File: src/rtl/spi3w_pkg.sv
// Shared constants for the three-wire SPI datapath, control FSM and testbench.
// Frame is R/W bit + address followed by data, shifted MSB-first.
package spi3w_pkg;

  localparam int ADDR_W  = 8;
  localparam int DATA_W  = 8;
  localparam int CNT_W   = 4;
  localparam int FRAME_W = ADDR_W + DATA_W;
  localparam int RW_BIT  = FRAME_W - 1;

  localparam logic RW_READ  = 1'b1;
  localparam logic RW_WRITE = 1'b0;

  localparam logic [CNT_W-1:0] ADDR_CNT = CNT_W'(ADDR_W);
  localparam logic [CNT_W-1:0] LAST_CNT = CNT_W'(FRAME_W - 1);

  function automatic logic is_data_phase(input logic [CNT_W-1:0] cnt);
    return cnt >= ADDR_CNT;
  endfunction

endpackage

File: src/rtl/spi3w_bitcounter.sv
// Bit index counter for the SPI frame: synchronous clear beats enable, wraps naturally.
module spi3w_bitcounter #(
  parameter int W = 4
) (
  input  logic         clk,
  input  logic         rst_n,
  input  logic         clr,
  input  logic         en,
  output logic [W-1:0] count
);

  always_ff @(posedge clk or negedge rst_n) begin
    if (!rst_n)
      count <= '0;
    else if (clr)
      count <= '0;
    else if (en)
      count <= count + W'(1);
  end

endmodule

File: src/rtl/spi_three_wire_datapath.sv
// Three-wire SPI datapath: frame shift register, line turnaround for read data
// phase, serial read capture and parallel byte output with a one-cycle valid.
module spi_three_wire_datapath
  import spi3w_pkg::*;
(
  input  logic               CLK,
  input  logic               reset,
  input  logic [FRAME_W-1:0] DIN,
  input  logic               LDEN,
  input  logic               SHEN,
  input  logic               bitcountEN,
  input  logic               rstbitcount,
  input  logic               SCEN,
  input  logic               SDI,
  output logic [CNT_W-1:0]   bitcount,
  output logic               SDO,
  output logic               SDOEN,
  output logic [DATA_W-1:0]  DOUT,
  output logic               DVALID
);

  logic [FRAME_W-1:0] sreg;
  logic               rw_q;
  // Only the low DATA_W-1 read bits are kept; the last bit comes straight from SDI.
  logic [DATA_W-2:0]  rsh;
  logic               data_phase;
  logic               capture;
  logic               last_bit;

  spi3w_bitcounter #(.W(CNT_W)) u_bitcounter (
    .clk   (CLK),
    .rst_n (reset),
    .clr   (rstbitcount),
    .en    (bitcountEN),
    .count (bitcount)
  );

  assign data_phase = is_data_phase(bitcount);
  assign capture    = SHEN & ~LDEN & (rw_q == RW_READ) & data_phase;
  assign last_bit   = (bitcount == LAST_CNT);
  assign SDO        = sreg[FRAME_W-1];
  assign SDOEN      = SCEN & ~((rw_q == RW_READ) & data_phase);

  always_ff @(posedge CLK or negedge reset) begin
    if (!reset) begin
      sreg <= '0;
      rw_q <= RW_WRITE;
    end else if (LDEN) begin
      sreg <= DIN;
      rw_q <= DIN[RW_BIT];
    end else if (SHEN) begin
      sreg <= {sreg[FRAME_W-2:0], 1'b0};
    end
  end

  // A fresh load discards any partial read left behind by an aborted frame.
  always_ff @(posedge CLK or negedge reset) begin
    if (!reset)
      rsh <= '0;
    else if (LDEN)
      rsh <= '0;
    else if (capture)
      rsh <= {rsh[DATA_W-3:0], SDI};
  end

  always_ff @(posedge CLK or negedge reset) begin
    if (!reset) begin
      DOUT   <= '0;
      DVALID <= 1'b0;
    end else begin
      DVALID <= capture & last_bit;
      if (capture && last_bit)
        DOUT <= {rsh, SDI};
    end
  end

endmodule

File: config.mk
export PLATFORM = sky130hd
export DESIGN_NAME = spi_three_wire_datapath
export DESIGN_NICKNAME = d
export VERILOG_FILES = /design/src/rtl/spi3w_pkg.sv /design/src/rtl/spi3w_bitcounter.sv /design/src/rtl/spi_three_wire_datapath.sv
export SDC_FILE = /design/constraint.sdc
export NUM_CORES = 1
export LEC_CHECK = 0
export CORE_MARGIN = 2
export CORE_UTILIZATION = 25
export DETAILED_ROUTE_END_ITERATION = 10
export PLACE_DENSITY = 0.53
export SLEW_MARGIN = 20
export SYNTH_ARGS = -nofsm -noshare
export SYNTH_HDL_FRONTEND = slang
export SYNTH_SLANG_ARGS = --single-unit
File: constraint.sdc
create_clock -name CLK -period 2.6 [get_ports CLK]
set_input_delay 0.26 -clock CLK [delete_from_list [all_inputs] [get_ports CLK]]
set_output_delay 0.26 -clock CLK [all_outputs]
set_load 0.1 [all_outputs]
* Word level (Yosys, flattened, before mapping) *
Cells that the tools add are included.

storage, ports and cells
  output and inout port bits = 15
  logic and storage cells = 27
  bits in registers = 37
  bits of input ports = 24

cells by class
  bitwise operators = 8
  equal/unequal tests = 1
  order comparisons = 1
  reduce and logical (&&, ||, !) cells = 4
  multiplexer cells = 6
  $add $sub $neg = 1

operators with widths
  operator                                                  count
  2-to-1 mux 16 bit                                         2
  2-to-1 mux 7 bit                                          2
  2-to-1 mux 4 bit                                          2
  bitwise AND 1 bit                                         6
  nonzero test 2 bit                                        3
  adder 4 x 1 -> 4 bit, second input constant               1
  == test 4 bit, second input constant                      1
  greater-or-equal comparator 4 bit, second input constant  1
  NOT 1 bit                                                 2
  logical AND 1 bit                                         1

* Longest topological paths before layout *
Gate-level depths: netlist of run 1.

  depth in word-level cells = 6
  mapped depth = 5

* Cells and area by module *
From an unflattened synthesis of run 1, not the netlist that was laid out.

unflattened totals
  cells, all modules = 138
  area, all modules = 1631.6 um2

by module, submodules not included
  module                   sequential area each (um2)  times used  area each (um2)  cells each
  spi_three_wire_datapath  825.8                       1           1438.9           122
  spi3w_bitcounter         100.1                       1           192.7            16

* Worst setup path before layout of run 1 *
No wires, ideal clock.

  path type = flip-flop to output port
  start point = register u_bitcounter.count[3]
  end point = output SDOEN
  buffers on the path = 0
  data arrival time = 3101 ps
  required time = 2340 ps
  cell stages (with the launch flop) = 2
  slack = -761 ps
  cells stage by stage = dfrtp_1 > a21boi_0

between the ends
  cells in the longest elaborated chain, start to end = 4

RTL lines
  element                            line                           RTL
  start, declared                    spi3w_bitcounter.sv:9          output logic [W-1:0] count
  start signal, assigned             spi3w_bitcounter.sv:18         count <= count + W'(1);
  greater-or-equal comparator 4 bit  spi3w_pkg.sv:18                return cnt >= ADDR_CNT;
  bitwise AND 1 bit                  spi_three_wire_datapath.sv:42  assign SDOEN = SCEN & ~((rw_q == RW_READ) & data_phase);
  NOT 1 bit                          spi_three_wire_datapath.sv:42
  bitwise AND 1 bit                  spi_three_wire_datapath.sv:42
  end, declared                      spi_three_wire_datapath.sv:17  output logic SDOEN,

Every way passes these cells.

* Final worst setup path of run 1 *
  start point = input LDEN
  end point = register DOUT[1]

between the ends
  cells in the longest elaborated chain, start to end = 5

RTL lines
  element                         line                           RTL
  start, declared                 spi_three_wire_datapath.sv:9   input logic LDEN,
  NOT 1 bit                       spi_three_wire_datapath.sv:39  assign capture = SHEN & ~LDEN & (rw_q == RW_READ) & data_phase;
  bitwise AND 1 bit (3 in a row)  spi_three_wire_datapath.sv:39
  logical AND 1 bit               spi_three_wire_datapath.sv:72  if (capture && last_bit)
  end signal, assigned            spi_three_wire_datapath.sv:73  DOUT <= {rsh, SDI};
  end, declared                   spi_three_wire_datapath.sv:18  output logic [DATA_W-1:0] DOUT,

Every way passes these cells.
A chain may end at the register's enable or synchronous reset.

==> impl_metrics.yaml, run 1 <==
logic_synthesis:
  yosys.area.top_type_share: 0.567
  synth_compound_area_frac: 0.0782
  syn-num-nets: 167
  yosys_register_bits: 37
  synth.area.top_cells: "dfrtp_1 (57%), mux2i_1 (9.8%), o21ai_0 (7.4%)"
  synth_seq_area_share: 0.567
  synth_cell_type_count: 19
  yosys_warnings: 0
  synthAdderAreaFrac: 0.0153
  netlist_area_sq_um: 1630
  synth_top_family_by_area: "multiplexers"
  synth-simple-area-share: 0.114
  syn_area_per_cell_sq_um: 11.6
  synth_top_cell_by_area: "dfrtp_1"
  synthMuxAreaShare: 0.172
  synth_cells: 141
  synth_xor_area_frac: 0.0161
global_route:
  grt_pass1_vias: 1139
  grtUsageTotal: 0.0917
  grt_pass1_wl_um: 5250
  grt_overflow_total: 0
  antenna_found_initial: 0
  grt_max_degree: 41
critical_path:
  crit_required_ns: 2.76
  critPathCaptureType: "register"
  rr_startpoint: "u_bitcounter.count[3]"
  path_class: "input port to register"
  worstSetupStartpointType: "input port"
  crit_path_max_fanout: 15
  critPathArrivalTime_ns: 1.79
  r2r_slack_ns: 1.05
  rr_worst_depth: 3
  worst_r2r_endpoint: "DOUT[1]"
power_and_ir_drop:
  ir_drop_mv: 0.221
  p_per_area_nw_per_um2: 550
  leakagePower_nw: 0.987
die:
  num_io_pins: 39
  dieWidth_um: 84.8
  core_area_sq_um: 6350
  rows: 29
  initial_core_util: 0.257
  dieArea_sq_um: 7190
  die_y_um: 84.8
clocking:
  cts-resized-gates: 0
  cts_buffer_depth: 2
  cts_buffers: 5
  clkSinkCount: 37
  holdBufCountCts: 0
  cts_tree: "built"
  root_buffer: "clkbuf_8"
  path_clk_slew_ns: 0.07
  clk_latency_ns: 0.28
  postCtsSetupBuffers: 0
  h-tree-depth: 2
status:
  status: "completed"
layout:
  syn_to_final_growth_pct: 29.7
  diodes: 0
  fillers: 677
  drive_gt1_frac: 0.199
  layout_common_cells: "dfrtp_1 (37), nand2_1 (24), o21ai_0 (24)"
  nets: 206
  stdcell_area_sq_um: 2120
  final_common_cell: "dfrtp_1"
  fin_util: 0.334
placed_design:
  dp_hpwl_um: 2100
  port_buffers: 38
  placed_cell_area_sq_um: 2040
  routabilityCongestion: 0.657
  dpl_worst_slack_ns: 0.664
timing:
  worst_pin_slew_ns: 0.824
  max_clock_freq_mhz: 614
  setup_viol: 0
  tns_ns: 0
  setup_ws_ns: 0.970
  rsz0062_at_grt: "no"
  fin_crit_ns: 1.63
  drv_slew: 0
  finalCritPeriodShare: 0.627
  whs_ns: 0.0780
  maxSlewHeadroom: 0.451
  hold_violations: 0
  fin_worst_skew_ns: 0.00484
route:
  drc: 0
  drt_iter0_drc: 50
  vias: 1110
  drtAntennaViolNets: 0
  route.final.wire_length_um: 3060
  vias_per_cell: 4.30
  wl_per_cell_um: 11.8
  drt_pass1_iterations: 4
min_path:
  min_path_type: "input port to async pin"
run:
  cap_viol_max_count: 0
-- worst max path at each step --
stage,start,endpoint,slack [ns],cells past startpoint
floorplan,u_bitcounter.count[3],DOUT[0],0.51,4
global placement,LDEN,DOUT[5],0.69,4
detailed placement,LDEN,DOUT[7],0.66,4
CTS,LDEN,DOUT[1],0.96,4
global route,LDEN,DOUT[1],0.94,4
finish,LDEN,DOUT[1],0.97,4
-- sequential cells by signal, summed over array words and instances (netlist names) --
name,count
sreg,16
DOUT,8
rsh,7
u_bitcounter.count,4
DVALID,1
rw_q,1
-- logic make-up after synthesis --
family	Yosys count
fa+ha+maj	2
compound gates	25
xor+xnor	3
mux	24
flops	37
simple gates	39
buf+inv	11
-- critical path: stages --
cell and delay, ns:
clkdlybuf4s50_1 0.45, and4b_4 0.44, and3_4 0.33, mux2_4 0.32
-- synth_stat cells --
master	number
dfrtp_1	37
nand2_1	24
o21ai_0	24
mux2i_1	16
mux2_4	8
nand2b_1	8
clkbuf_1	5
nor2_1	4
inv_1	3
ha_1	2
xor2_1	2
a21boi_0	1
and3_4	1
and4b_4	1
buf_2	1
buf_6	1
buf_8	1
nand4_1	1
xnor2_1	1
-- power by group --
group          internal (mW)  leakage [nW]  switching, mW
Combinational         0.0685         0.457         0.0942
Sequential             0.605         0.485         0.0198
Clock                  0.186        0.0450          0.191
-- layout make-up --
class	count	area (sq um)	area share
clock inverters	2	10.0	0.00473
well taps	77	96.3	0.0455
repair buffers	40	353	0.167
inverters	3	11.3	0.00532
multi-input cells	93	649	0.307
flip-flops and latches	37	926	0.437
clock buffers	6	72.6	0.0343
-- routing by layer --
metal / up-vias / global-route usage / routed length (um)
met1: 534 / 0.124 / 1500
met3: 2 / 0.0321 / 153
li1: 549 / - / -
met2: 25 / 0.138 / 1390
met4: 0 / 0.0303 / 19
met5: - / 0 / 0
-- metrics by stage --
step	power [mW]	cells
6_report	1.16	258
4_1_cts	1.19	258
3_3_place_gp	0.801	250
5_1_grt	1.23	258
2_1_floorplan	0.730	141
3_5_place_dp	0.802	250
No activity file was read; power rests on OpenSTA's default activity.
==> run 2, diff against run 1 <==
PLACE_DENSITY = 0.55   (was 0.53)
clock period = 1.38 ns   (was 2.6 ns; I/O delays follow)
==> run 2 against run 1 <==
Against the previous run:
- count of clock-buffer cells in the layout stayed put
- critical endpoint is now SDOEN
- utilization is 4.7 points higher
- sequential share of layout area is 4.9 points lower
- critical path depth is 1 lower
==> impl_metrics.yaml, run 2 (synthesis results as in run 1) <==
die:
  initial_core_util: 0.257
  die_y_um: 84.8
  num_io_pins: 39
  rows: 29
  core_area_sq_um: 6350
  dieArea_sq_um: 7190
  dieWidth_um: 84.8
global_route:
  grt_pass1_vias: 1162
  grtUsageTotal: 0.0952
  grt_max_degree: 41
  antenna_found_initial: 0
  grt_pass1_wl_um: 5340
  grt_overflow_total: 0
power_and_ir_drop:
  leakagePower_nw: 1.08
  p_int_mw: 1.67
  p_switching_uw: 600
  comb_power_share: 0.163
  p_per_area_nw_per_um2: 938
  switching_share: 0.265
  ir_drop_mv: 0.343
  clockPowerShare: 0.319
  power_frac_seq: 0.518
route:
  drt_pass1_iterations: 4
  route.final.wire_length_um: 3280
  wl_per_cell_um: 12.3
  vias: 1133
  drtAntennaViolNets: 0
  vias_per_cell: 4.24
  drt_iter0_drc: 41
  drc: 0
timing:
  rsz0062_at_grt: "yes"
  drv_slew: 0
  worst_pin_slew_ns: 0.498
  setup_viol: 0
  max_clock_freq_mhz: 740
  fin_worst_skew_ns: 0.00362
  fin_crit_ns: 1.35
  whs_ns: 0.348
  finalCritPeriodShare: 0.980
  hold_violations: 0
  maxSlewHeadroom: 0.668
placed_design:
  routabilityCongestion: 0.703
  port_buffers: 38
  placed_cell_area_sq_um: 2300
  dp_hpwl_um: 2240
critical_path:
  path_class: "register to output pin"
  worstSetupStartpointType: "register"
  critPathArrivalTime_ns: 1.21
  crit_path_max_fanout: 2
  critPathCaptureType: "output pin"
  crit_required_ns: 1.24
layout:
  biggestRegsByFlops: "sreg: 16 flops, DOUT: 8 flops, rsh: 7 flops"
  drive_gt1_frac: 0.258
  stdcell_area_sq_um: 2420
  nets: 215
  final_common_cell: "dfrtp_1"
  max_flop_register: "sreg"
  syn_to_final_growth_pct: 48.1
  diodes: 0
  largest_register_ffs: 16
  layout_common_cells: "dfrtp_1 (33), nand2_1 (24), o21ai_0 (24)"
clocking:
  h-tree-depth: 2
  cts_buffers: 5
  clkSinkCount: 37
  path_clk_slew_ns: 0.07
  root_buffer: "clkbuf_8"
  cts_tree: "built"
  clk_latency_ns: 0.28
  cts_buffer_depth: 2
status:
  status: "completed"
min_path:
  min_path_type: "input port to async pin"
run:
  cap_viol_max_count: 0
-- run 2: layout make-up --
class / count / area, sq um
sequential: 37 / 938
inverter: 3 / 11.3
timing repair buffer: 48 / 619
clock buffer: 6 / 72.6
multi-input combinational: 94 / 671
fill: 621 / 3930
clock inverter: 2 / 10.0
tap: 77 / 96.3
-- run 2: through the flow --
stage | cells | setup TNS, ns | power [mW] | util | setup WS, ns
3_3_place_gp | 256 | -2.44 | 1.57 | 0.362 | -0.258
4_1_cts | 266 | 0 | 2.31 | 0.379 | 0.00662
6_report | 267 | 0 | 2.27 | 0.381 | 0.0281
5_1_grt | 267 | -0.0740 | 2.39 | 0.381 | -0.0173
2_1_floorplan | 141 | -2.36 | 1.38 | - | -0.274
3_5_place_dp | 256 | -2.49 | 1.57 | 0.362 | -0.276
-- run 2: final timing paths --
path	start	to	slack, ns	cells past startpoint
setup / recovery	u_bitcounter.count[3]	SDOEN	0.03	3
hold / removal	reset	DOUT[3]	0.35	2
setup reg to reg	u_bitcounter.count[3]	DOUT[2]	0.03	3
hold reg to reg	rsh[2]	rsh[3]	0.51	2
max in group asynchronous	reset	sreg[15]	0.57	3
min in group CLK	DIN[9]	sreg[9]	0.41	3
-- run 2: layer usage --
layer  GRT usage  part of all wire  vias up
li1            -                 -      570
met1       0.129              0.52      530
met2       0.140              0.42       28
met3      0.0360             0.045        5
met4      0.0346             0.014        0
met5           0                 0        -
-- run 2: critical path, cell delays in order, from the launching register on --
cell	delay (ns)
dfrtp_4	0.48
buf_6	0.13
a21boi_4	0.14
buf_12	0.19
-- run 2: power groups by stage --
stage	registers (mW)	logic, mW	clock network [mW]
2_1_floorplan	1.26	0.121	0
3_3_place_gp	1.20	0.370	0
3_5_place_dp	1.20	0.374	0
4_1_cts	1.18	0.377	0.751
5_1_grt	1.18	0.403	0.803
6_report	1.18	0.370	0.723
-- run 2: what timing repair did --
action,in CTS,in global routing
hold buffers,1,0
pin swaps,1,0
gates cloned,0,1
setup buffers,1,0
setup endpoints to repair,1,9
resized for setup,1,2
endpoints found under the hold margin,19,0
==> run 3, diff against run 2 <==
DONT_BUFFER_PORTS = 1   (was not set)
PLACE_DENSITY = not set   (was 0.55)
SKIP_LAST_GASP = 1   (was not set)
==> run 3 against run 2 <==
Against the previous run:
- the flow now finishes with violations (negative setup slack)
- critical endpoint unchanged
- utilization is 3.6 points lower
- cell count is 3.0% lower
- setup slack worse by 0.083 ns
- maximum frequency is 5.8% lower
- first-iteration DRC count is 22% higher
- non-clock buffer count is 8 lower
==> impl_metrics.yaml, run 3 (synthesis results as in run 1) <==
global_route:
  grt_pass1_wl_um: 5690
  grtUsageTotal: 0.100
  grt_max_degree: 38
  grt_overflow_total: 0
  antenna_found_initial: 0
  grt_pass1_vias: 1197
critical_path:
  r2r_slack_ns: 0
  rr_worst_depth: 3
  critPathCaptureType: "output pin"
  crit_path_max_fanout: 3
  crit_required_ns: 1.24
  worstSetupStartpointType: "register"
  critPathArrivalTime_ns: 1.30
  rr_startpoint: "u_bitcounter.count[3]"
  path_class: "register to output pin"
  worst_r2r_endpoint: "DOUT[5]"
clocking:
  path_clk_slew_ns: 0.07
  cts_tree: "built"
  clk_latency_ns: 0.29
  cts_buffer_depth: 2
  postCtsSetupBuffers: 0
  clkSinkCount: 37
  h-tree-depth: 2
  cts_buffers: 5
  root_buffer: "clkbuf_8"
timing:
  whs_ns: 0.00620
  fin_crit_ns: 1.44
  drv_slew: 0
  hold_violations: 0
  finalCritPeriodShare: 1.04
  max_clock_freq_mhz: 697
  worst_pin_slew_ns: 0.962
  rsz0062_at_grt: "yes"
  maxSlewHeadroom: 0.359
  fin_worst_skew_ns: 0.00466
  setup_ws_ns: -0.0552
  setup_viol: 1
status:
  violations: "negative setup slack"
  status: "finished, violations left"
route:
  wl_per_cell_um: 13.7
  vias_per_cell: 4.45
  drtAntennaViolNets: 0
  drc: 0
  vias: 1153
  drt_pass1_iterations: 4
  route.final.wire_length_um: 3540
  drt_iter0_drc: 50
die:
  rows: 29
  die_y_um: 84.8
  num_io_pins: 39
  core_area_sq_um: 6350
  initial_core_util: 0.257
  dieWidth_um: 84.8
  dieArea_sq_um: 7190
placed_design:
  routabilityCongestion: 0.705
  dp_hpwl_um: 2130
  port_buffers: 0
min_path:
  min_path_type: "input port to register"
  min_from: "DIN[15]"
  hold_end: "rw_q"
  min_path_cells: 2
layout:
  final_common_cell: "dfrtp_1"
  nets: 207
  max_flop_register: "sreg"
  syn_to_final_growth_pct: 34.3
  largest_register_ffs: 16
  biggestRegsByFlops: "sreg: 16 flops, DOUT: 8 flops, rsh: 7 flops"
  layout_common_cells: "dfrtp_1 (33), nand2_1 (24), o21ai_0 (24)"
  drive_gt1_frac: 0.236
  diodes: 0
power_and_ir_drop:
  totalPowerFinal_mw: 2.21
  leakagePower_nw: 1.02
  ir_drop_mv: 0.540
  p_per_area_nw_per_um2: 1010
run:
  cap_viol_max_count: 0
==> run 3: cell count changes in the layout (fill, tap and decap cells not counted) <==
cell / before / now
buf_2: 1 / 0
dlymetal6s4s_1: 0 / 1
dlygate4sd3_1: 1 / 20
buf_4: 7 / 16
buf_6: 1 / 0
buf_12: 16 / 3
clkdlybuf4s50_1: 22 / 0
==> run 3: how the worst max path moves through the flow <==
stage | startpoint | end | slack [ns] | cells past startpoint
floorplan | u_bitcounter.count[3] | DOUT[0] | -0.27 | 4
global placement | u_bitcounter.count[3] | DOUT[0] | 0.04 | 3
detailed placement | u_bitcounter.count[1] | DOUT[5] | 0.03 | 3
CTS | u_bitcounter.count[3] | SDOEN | -0.06 | 3
global route | u_bitcounter.count[3] | SDOEN | -0.08 | 3
finish | u_bitcounter.count[3] | SDOEN | -0.06 | 3
==> run 3: final cells by class <==
class / instances / area [sq um]
Clock buffer: 6 / 72.6
Clock inverter: 2 / 10.0
Fill cell: 633 / 4160
Inverter: 3 / 11.3
Multi-Input combinational cell: 94 / 671
Sequential cell: 37 / 938
Tap cell: 77 / 96.3
Timing Repair Buffer: 40 / 393
==> run 3: power by group <==
group,internal [mW],switching (mW),leakage [nW]
Clock,0.350,0.383,0.0450
Combinational,0.130,0.173,0.493
Sequential,1.14,0.0341,0.479
Total,1.62,0.590,1.02
==> run 3: repair_timing <==
item                                    4_1_cts  5_1_grt
endpoints found under the hold margin        60        0
resized for setup                             3        3
pin swaps                                     1        1
endpoints found under the setup margin        1       26
hold buffers                                 22        0
gates cloned                                  0        1
==> run 3: per-stage QoR <==
stage / TNS, ns / instance area, sq um / cells / util / worst slack [ns]
after floorplan: -2.36 / 1660 / 141 / - / -0.274
after global placement: 0 / 1850 / 228 / 0.291 / 0.0372
after detailed placement: 0 / 1850 / 228 / 0.291 / 0.0256
after CTS: -0.526 / 2180 / 258 / 0.343 / -0.0638
after global routing: -0.191 / 2190 / 259 / 0.345 / -0.0820
final: -0.0552 / 2190 / 259 / 0.345 / -0.0552
==> run 3: routing by layer <==
metal / up-vias / GRT usage / share of wire
li1: 551 / - / -
met1: 564 / 0.135 / 0.48
met2: 32 / 0.153 / 0.46
met3: 6 / 0.0292 / 0.046
met4: 0 / 0.0390 / 0.016
met5: - / 0 / 0
==> run 3: worst max-delay path, cell delays in order (launching register included) <==
cell      delay [ns]
dfrtp_4         0.49
buf_12          0.18
a21boi_4        0.15
buf_12          0.19
